===== src/rtl/mips_pkg.sv =====
// Shared types and constants for the PC sequencer: FSM states, next-PC source
// selection and the redirect request bundle.
package mips_pkg;
  localparam int          ADDR_W_DEF   = 32;
  localparam logic [31:0] RESET_PC_DEF = 32'd0;
  localparam int          JR_W         = 27;

  typedef enum logic [1:0] {
    ST_BOOT     = 2'd0,
    ST_FETCH    = 2'd1,
    ST_REDIRECT = 2'd2,
    ST_HALT     = 2'd3
  } state_e;

  typedef enum logic [2:0] {
    SEL_SEQ    = 3'd0,
    SEL_JAL    = 3'd1,
    SEL_JUMP   = 3'd2,
    SEL_JR     = 3'd3,
    SEL_BRANCH = 3'd4
  } sel_e;

  typedef struct packed {
    logic branch;
    logic jr;
    logic jump;
    logic jal;
  } redir_req_t;

  // Branch > JR > Jump > Jal > sequential
  function automatic sel_e pick_sel(input redir_req_t r);
    if (r.branch)    return SEL_BRANCH;
    else if (r.jr)   return SEL_JR;
    else if (r.jump) return SEL_JUMP;
    else if (r.jal)  return SEL_JAL;
    else             return SEL_SEQ;
  endfunction
endpackage


===== src/rtl/pc_next_sel.sv =====
// Combinational next-PC mux: priority-selects among redirect sources and flags
// whether the chosen source is a redirect.
module pc_next_sel
  import mips_pkg::*;
#(
  parameter int ADDR_W = ADDR_W_DEF
) (
  input  logic [ADDR_W-1:0] pc,
  input  redir_req_t        req,
  input  logic [ADDR_W-1:0] jal_target,
  input  logic [ADDR_W-1:0] jump_offset,
  input  logic [JR_W-1:0]   jr_target,
  input  logic [ADDR_W-1:0] branch_offset,
  output logic [ADDR_W-1:0] next_pc,
  output logic              redir
);
  logic [ADDR_W-1:0] pc_inc;
  sel_e              sel;

  assign pc_inc = pc + ADDR_W'(1);
  assign sel    = pick_sel(req);
  assign redir  = (sel != SEL_SEQ);

  always_comb begin
    next_pc = pc_inc;
    case (sel)
      SEL_BRANCH: next_pc = pc_inc + branch_offset;
      SEL_JR:     next_pc = ADDR_W'(jr_target);
      SEL_JUMP:   next_pc = pc_inc + jump_offset;
      SEL_JAL:    next_pc = jal_target + ADDR_W'(1);
      default:    next_pc = pc_inc;
    endcase
  end
endmodule


===== src/rtl/pc_sequencer.sv =====
// Program counter owner and fetch sequencer: BOOT/FETCH/REDIRECT/HALT FSM,
// imem handshake with a bounded wait, and a one-cycle flush after redirects.
module pc_sequencer
  import mips_pkg::*;
#(
  parameter int                ADDR_W   = ADDR_W_DEF,
  parameter logic [ADDR_W-1:0] RESET_PC = ADDR_W'(RESET_PC_DEF),
  parameter int                MAX_WAIT = 15
) (
  input  logic              clock,
  input  logic              reset_n,
  input  logic              stall,
  input  logic              imem_ready,
  input  logic              jal,
  input  logic              jump,
  input  logic              jr,
  input  logic              branch,
  input  logic [ADDR_W-1:0] jal_target,
  input  logic [ADDR_W-1:0] jump_offset,
  input  logic [JR_W-1:0]   jr_target,
  input  logic [ADDR_W-1:0] branch_offset,
  output logic [ADDR_W-1:0] pc,
  output logic              fetch_req,
  output logic              flush,
  output logic              timeout
);
  localparam int CNT_W = $clog2(MAX_WAIT + 1);

  state_e            state_q, state_d;
  logic [ADDR_W-1:0] pc_q, pc_d;
  logic [CNT_W-1:0]  wait_cnt_q, wait_cnt_d;
  logic              timeout_q, timeout_d;

  redir_req_t        req;
  logic [ADDR_W-1:0] next_pc;
  logic              redir;

  assign req = '{branch: branch, jr: jr, jump: jump, jal: jal};

  pc_next_sel #(.ADDR_W(ADDR_W)) u_next_sel (
    .pc            (pc_q),
    .req           (req),
    .jal_target    (jal_target),
    .jump_offset   (jump_offset),
    .jr_target     (jr_target),
    .branch_offset (branch_offset),
    .next_pc       (next_pc),
    .redir         (redir)
  );

  always_comb begin
    state_d    = state_q;
    pc_d       = pc_q;
    wait_cnt_d = wait_cnt_q;
    timeout_d  = timeout_q;
    case (state_q)
      ST_BOOT: state_d = ST_FETCH;
      ST_FETCH: begin
        if (!stall) begin
          if (imem_ready) begin
            wait_cnt_d = '0;
            pc_d       = next_pc;
            if (redir) state_d = ST_REDIRECT;
          end else if (wait_cnt_q == CNT_W'(MAX_WAIT - 1)) begin
            wait_cnt_d = wait_cnt_q + CNT_W'(1);
            timeout_d  = 1'b1;
            state_d    = ST_HALT;
          end else begin
            wait_cnt_d = wait_cnt_q + CNT_W'(1);
          end
        end
      end
      // Bubble cycle is unconditional so a stall cannot stretch the flush
      ST_REDIRECT: state_d = ST_FETCH;
      ST_HALT:     state_d = ST_HALT;
      default:     state_d = ST_BOOT;
    endcase
  end

  always_ff @(posedge clock or negedge reset_n) begin
    if (!reset_n) begin
      state_q    <= ST_BOOT;
      pc_q       <= RESET_PC;
      wait_cnt_q <= '0;
      timeout_q  <= 1'b0;
    end else begin
      state_q    <= state_d;
      pc_q       <= pc_d;
      wait_cnt_q <= wait_cnt_d;
      timeout_q  <= timeout_d;
    end
  end

  assign pc        = pc_q;
  assign fetch_req = (state_q == ST_FETCH);
  assign flush     = (state_q == ST_REDIRECT);
  assign timeout   = timeout_q;
endmodule

===== config.mk =====
export PLATFORM = sky130hd
export DESIGN_NAME = pc_sequencer
export DESIGN_NICKNAME = d
export VERILOG_FILES = /design/src/rtl/mips_pkg.sv /design/src/rtl/pc_next_sel.sv /design/src/rtl/pc_sequencer.sv
export SDC_FILE = /design/constraint.sdc
export NUM_CORES = 1
export LEC_CHECK = 0
export BUFFER_PORTS_ARGS = -buffer_cell sky130_fd_sc_hd__buf_2
export CORE_UTILIZATION = 25
export DETAILED_ROUTE_END_ITERATION = 16
export GPL_ROUTABILITY_DRIVEN = 0
export GPL_TIMING_DRIVEN = 0
export MAX_ROUTING_LAYER = met4
export RECOVER_POWER = 25
export SYNTH_ARGS = -nofsm -noshare
export SYNTH_HDL_FRONTEND = slang
export SYNTH_SLANG_ARGS = --single-unit

===== constraint.sdc =====
create_clock -name clock -period 4.7 [get_ports clock]
set_input_delay 0.235 -clock clock [delete_from_list [all_inputs] [get_ports clock]]
set_output_delay 0.235 -clock clock [all_outputs]
set_load 0.005 [all_outputs]

==> impl_metrics.json, run 1 <==
{
  "switching_power_uw": 1753,
  "dp_hpwl_um": 18090,
  "arrival_ns": 4.61,
  "final_max_slew_viol_count": 40,
  "area_growth_pct": 23.82,
  "rsz0062_at_grt": "false",
  "place_area_mm2": 0.006665,
  "fp.dieH_um": 150.3,
  "synthArstFlopShare": 1.000,
  "track_usage": 0.2060,
  "synth_top_family_by_area": "compound AO/OA/AOI/OAI gates",
  "critPathSlowestCell": "dfrtp_1",
  "cts_buffer_depth": 2,
  "seqPwrFrac": 0.213,
  "cp_max_fo": 10,
  "yosysWarnings": 0,
  "synth-compound-area-share": 0.2800,
  "setup_ws_ns": 0.2709,
  "wl_met3_um": 2024,
  "drv_cap": 1,
  "synth_simple_gate_area_share": 0.2154,
  "path_buf_inv": 1,
  "pre_cts_ws_ns": -0.4031,
  "cts_tree": "done",
  "setup_viol": 0,
  "p_int_uw": 1761,
  "ios": 166,
  "fillCellCount": 2354,
  "vias": 6332,
  "top_layer": "met4",
  "cp_common_cell": "a21oi_1",
  "cts_made_buffers": 5,
  "synth-edff-count": 0,
  "power_uw": 3514,
  "hp-start": "imem_ready",
  "ir_drop_mv": 0.1906,
  "cts-root-buf": "clkbuf_16",
  "required_ns": 4.88,
  "initial_utilization": 0.2584,
  "htreeDepth": 2,
  "wl_per_cell_um": 19.48,
  "synthFlopType": "dfrtp_1",
  "synthesis.nets": 896,
  "hold_ws_ns": 0.2061,
  "p_clk_frac": 0.098,
  "rows": 53,
  "synth_fa_ha_area_frac": 0.08326,
  "post_cts_buffers": 0,
  "wl_met2_um": 9875,
  "yosysSeqAreaShare": 0.1774,
  "power_density_mw_per_mm2": 516.0,
  "drtIter0Drc": 776,
  "hold_viol_final": 0,
  "max_freq_ghz": 0.2258,
  "run_status": "finished, violations left",
  "r2r_start": "pc[0]",
  "crit_path_end_kind": "register",
  "synth_area_per_cell_um2": 7.545,
  "hp-class": "in2reg",
  "antenna_left": 0,
  "viasPerCell": 5.389,
  "fp.dieW_um": 150.3,
  "synth-seq-cells": 39,
  "die_area_mm2": 0.02260,
  "portBuffers": 164,
  "wirelength_um": 22890,
  "start_kind": "register",
  "antenna_found_initial": 0,
  "crit_family": "simple AND/OR/NAND/NOR gates",
  "grt_pass1_vias": 5856,
  "grt_pass1_wl_um": 33650,
  "slew_headroom": -0.6028,
  "nets": 1066,
  "sw_frac_of_total": 0.4987,
  "period_share": 0.9424,
  "path_class": "reg2reg",
  "yosys.area_share.xor_xnor": 0.1322,
  "antennaDiodeCount": 0,
  "insertion_delay_ns": 0.29,
  "drc": 0,
  "drive_gt1_frac": 0.2489,
  "failed_checks": "max-capacitance violations, max-slew violations",
  "syn_inst": 729,
  "tightest_slew_ns": 2.404,
  "m1WireLength_um": 10420,
  "cp_cell_sequence": "ha_1 -> and3_1 -> clkbuf_1 -> nand3_1 -> nor2_2 -> nand3_1 -> xnor2_1 -> ha_2 -> and4_1 -> nand2_1 -> a21oi_1 -> a21oi_1 -> o211ai_1 -> a21oi_1 -> o31ai_1 -> mux2i_1 -> o32a_1",
  "holdBufCountCts": 0,
  "period_minus_slack_ns": 4.429,
  "dr.pass1.iters": 9,
  "synth.distinct_cells": 61,
  "finalClockSkew_ns": 0.006263,
  "design_area_mm2": 0.006810,
  "fp.coreArea_mm2": 0.02129,
  "grt_max_degree": 40,
  "post_cts_resized": 1,
  "cpPeakStageDelay_ns": 0.48,
  "clk_pin_slew_ns": 0.06,
  "p_leak_uw": 0.002923,
  "synth.area.mux_share": 0.07439,
  "grt_overflow": 0,
  "syn_area_mm2": 0.005500,
  "power.share.combinational": 0.688,
  "cts_sinks": 39,
  "cp-startpoint": "pc[0]"
}
-- kinds of logic (layout without fill, tap and decap cells) --
kind of cell	count (synthesis)	count (layout)
AOI/OAI and AO/OA	237	237
xor gates and xnor gates	83	83
adders and majority gates	36	36
and+or+nand+nor	248	248
DFF	39	39
muxes	37	37
buffers and inverters	49	220
-- final cells by class --
cell class	instances	area (um^2)	area share
Multi-Input combinational cell	641	4328	0.6355
Clock buffer	7	132.6	0.01947
Inverter	12	45.04	0.006614
Tap cell	275	344.1	0.05052
Clock inverter	1	5.005	0.0007349
Sequential cell	39	975.9	0.1433
Timing Repair Buffer	164	819.5	0.1203
Buffer	36	160.2	0.02352
-- placed cells by master, fill, tap and decap left out, drive strengths merged, types with 33 or more instances in the layout --
master	netlist	final
a21oi	72	72
buf	7	170
clkbuf	29	36
dfrtp	39	39
ha	35	35
nand2	79	79
nand3	43	43
nor2	54	54
o21ai	52	52
xnor2	50	50
xor2	33	33
-- sequential cells by signal, indices dropped and copies added, names as in the netlist --
name,count
state_q,2
pc,32
wait_cnt_q,4
timeout,1
-- power by group through the flow --
stage / logic [uW] / registers (uW) / clock network [uW]
2_1_floorplan: 1730 / 689 / 0
3_3_place_gp: 2360 / 745 / 0
3_5_place_dp: 2370 / 747 / 0
4_1_cts: 2390 / 743 / 352
5_1_grt: 2690 / 774 / 360
6_report: 2420 / 749 / 346
-- per-layer routing --
metal	GRT usage	vias to the layer above
li1	-	3047
met1	0.2826	2920
met2	0.3048	325
met3	0.03818	40
met4	0.06061	0
met5	-	-
-- path summary, 6_finish.rpt --
check                                 to  slack [ns]  cells past startpoint
max                               pc[28]        0.27                     17
min                        wait_cnt_q[1]        0.21                      2
max reg2reg                       pc[28]        0.27                     17
min reg2reg                      timeout        0.48                      1
max in group asynchronous          pc[8]        2.65                      1
min in group asynchronous         pc[12]        0.67                      1
-- synthesized netlist by cell type (7+ instances only) --
cell	instances	share of area
a21o_1	20	0.027
and4_1	7	0.011
a31oi_1	10	0.011
a221oi_1	17	0.027
dfrtp_1	39	0.18
clkbuf_1	27	0.018
o21a_1	8	0.011
inv_1	12	0.0082
a21oi_1	72	0.066
xnor2_1	50	0.080
nor3_1	14	0.013
mux2_2	31	0.063
o22ai_1	7	0.0080
xor2_1	33	0.053
nor2_1	54	0.037
ha_1	35	0.080
nand2_1	79	0.054
nand3_1	43	0.039
o21ai_0	52	0.047
and3_1	12	0.014
nand4_1	11	0.013
-- through the flow --
step | instances | utilization | TNS (ns)
final | 1175 | 0.3199 | 0
after global routing | 1175 | 0.3199 | 0
after CTS | 1176 | 0.3196 | 0
after detailed placement | 1168 | 0.3131 | -2.582
after global placement | 1168 | 0.3131 | -2.672
after floorplan | 729 | - | 0
Power figures use the tool's default switching activity.
==> inputs of run 2 (changes only) <==
Settings changed: PLACE_DENSITY from default to 0.51.
==> impl_metrics.json, run 2 (same netlist as run 1, synthesis figures left out) <==
{
  "die_area_mm2": 0.02260,
  "p_leak_uw": 0.002959,
  "slew_headroom": -0.6436,
  "required_ns": 4.86,
  "rows": 53,
  "final_max_slew_viol_count": 40,
  "grt_pass1_vias": 5774,
  "ios": 166,
  "grt_max_degree": 40,
  "drtIter0Drc": 581,
  "grt_pass1_wl_um": 34130,
  "finalClockSkew_ns": 0.008246,
  "power_density_mw_per_mm2": 526.2,
  "layout.cells.most_common_list": "buf_2, nand2_1, a21oi_1",
  "drv_cap": 1,
  "cts_buffer_depth": 2,
  "area_growth_pct": 25.41,
  "cts_made_buffers": 5,
  "antenna_found_initial": 2,
  "antenna_left": 0,
  "pre_cts_ws_ns": -0.5774,
  "wirelength_um": 23140,
  "fp.coreArea_mm2": 0.02129,
  "cp_max_fo": 6,
  "failed_checks": "max-capacitance violations, max-slew violations",
  "fp.dieH_um": 150.3,
  "period_minus_slack_ns": 4.451,
  "drive_gt1_frac": 0.2591,
  "setup_viol": 0,
  "cts_tree": "done",
  "crit_path_end_kind": "register",
  "grt_overflow": 0,
  "cts_sinks": 39,
  "dp_hpwl_um": 18570,
  "portBuffers": 164,
  "hold_viol_final": 0,
  "hp-class": "in2reg",
  "initial_utilization": 0.2584,
  "tightest_slew_ns": 2.465,
  "track_usage": 0.2101,
  "fillCellCount": 2360,
  "design_area_mm2": 0.006898,
  "fp.dieW_um": 150.3,
  "drc": 0,
  "period_share": 0.9471,
  "cts-root-buf": "clkbuf_16",
  "max_freq_ghz": 0.2246,
  "place_area_mm2": 0.006665,
  "htreeDepth": 2,
  "largest_reg_flops": 32,
  "ir_drop_mv": 0.1525,
  "arrival_ns": 4.61,
  "dr.pass1.iters": 5,
  "path_class": "reg2reg",
  "nets": 1069,
  "clk_pin_slew_ns": 0.07,
  "r2r_setup_slack_ns": 0.25,
  "setup_ws_ns": 0.2486,
  "final_common_cell": "buf_2",
  "wl_per_cell_um": 19.61,
  "insertion_delay_ns": 0.30,
  "run_status": "finished, violations left",
  "vias": 6260,
  "viasPerCell": 5.305,
  "start_kind": "register"
}
run 2: changes by cell type in the layout (fill, tap and decap cells not counted), sizes merged:
| cell | delta |
|---|---|
| buf | +3 |
| bufinv | +1 |
| clkbuf | -1 |
| diode | +2 |
run 2: timing repair:
| action | in CTS | in global routing |
|---|---|---|
| buffers inserted | 0 | 3 |
| hold buffers | 0 | 0 |
| resized for setup | 2 | 12 |
| endpoints found under the setup margin | 8 | 8 |
| pin swaps | 0 | 1 |
run 2: power by group:
| group | switching (uW) | leakage, uW | internal (uW) | total, uW |
|---|---|---|---|---|
| logic | 1370 | 0.00242 | 1080 | 2460 |
| registers | 260 | 0.000448 | 489 | 749 |
| clock network | 158 | 0.0000869 | 265 | 422 |
run 2: path summary, 6_finish.rpt:
kind | from | endpoint | cells past startpoint
max | pc[1] | pc[31] | 16
max reg2reg | pc[1] | pc[31] | 16
min | imem_ready | wait_cnt_q[1] | 2
min in group asynchronous | reset_n | wait_cnt_q[2] | 1
max in group asynchronous | reset_n | pc[11] | 1
min reg2reg | timeout | timeout | 1
run 2: stage by stage:
step / power [uW] / util / hold WS [ns] / cells / setup TNS, ns
2_1_floorplan: 2414 / - / -0.06059 / 729 / 0
3_3_place_gp: 3146 / 0.3131 / 0.4617 / 1168 / -3.863
3_5_place_dp: 3157 / 0.3131 / 0.4652 / 1168 / -4.155
4_1_cts: 3595 / 0.3212 / 0.1519 / 1175 / 0
5_1_grt: 3938 / 0.3240 / 0.2213 / 1180 / -0.01134
6_report: 3630 / 0.3240 / 0.2108 / 1180 / 0
run 2: worst max-delay path: stages, from the launching register on:
cell and delay [ns]:
dfrtp_1 0.50, ha_1 0.33, and3_1 0.22, clkbuf_1 0.29, nand3_2 0.23, nor2_2 0.25, nand2_1 0.14, xnor2_1 0.15
ha_1 0.37, and2_0 0.40, and3_1 0.28, a21o_1 0.14, a31oi_2 0.06, o41ai_1 0.52, o22ai_1 0.20, xnor2_1 0.17
o21ai_0 0.08
run 2: layer usage:
metal,vias up,routed length [um],global-route usage
met5,-,0,-
met4,0,536,0.06162
met3,25,1485,0.01970
met2,265,10420,0.3267
met1,2918,10700,0.2872
li1,3052,-,-
run 2: layout make-up:
type / count / area [um^2] / share of cell area
Multi-Input combinational cell: 641 / 4349 / 0.6305
Sequential cell: 39 / 975.9 / 0.1415
Timing Repair Buffer: 167 / 842.1 / 0.1221
Tap cell: 275 / 344.1 / 0.04988
Buffer: 36 / 162.7 / 0.02358
Clock buffer: 6 / 138.9 / 0.02013
Inverter: 12 / 45.04 / 0.006530
Clock inverter: 2 / 35.03 / 0.005079
Antenna cell: 2 / 5.005 / 0.0007256
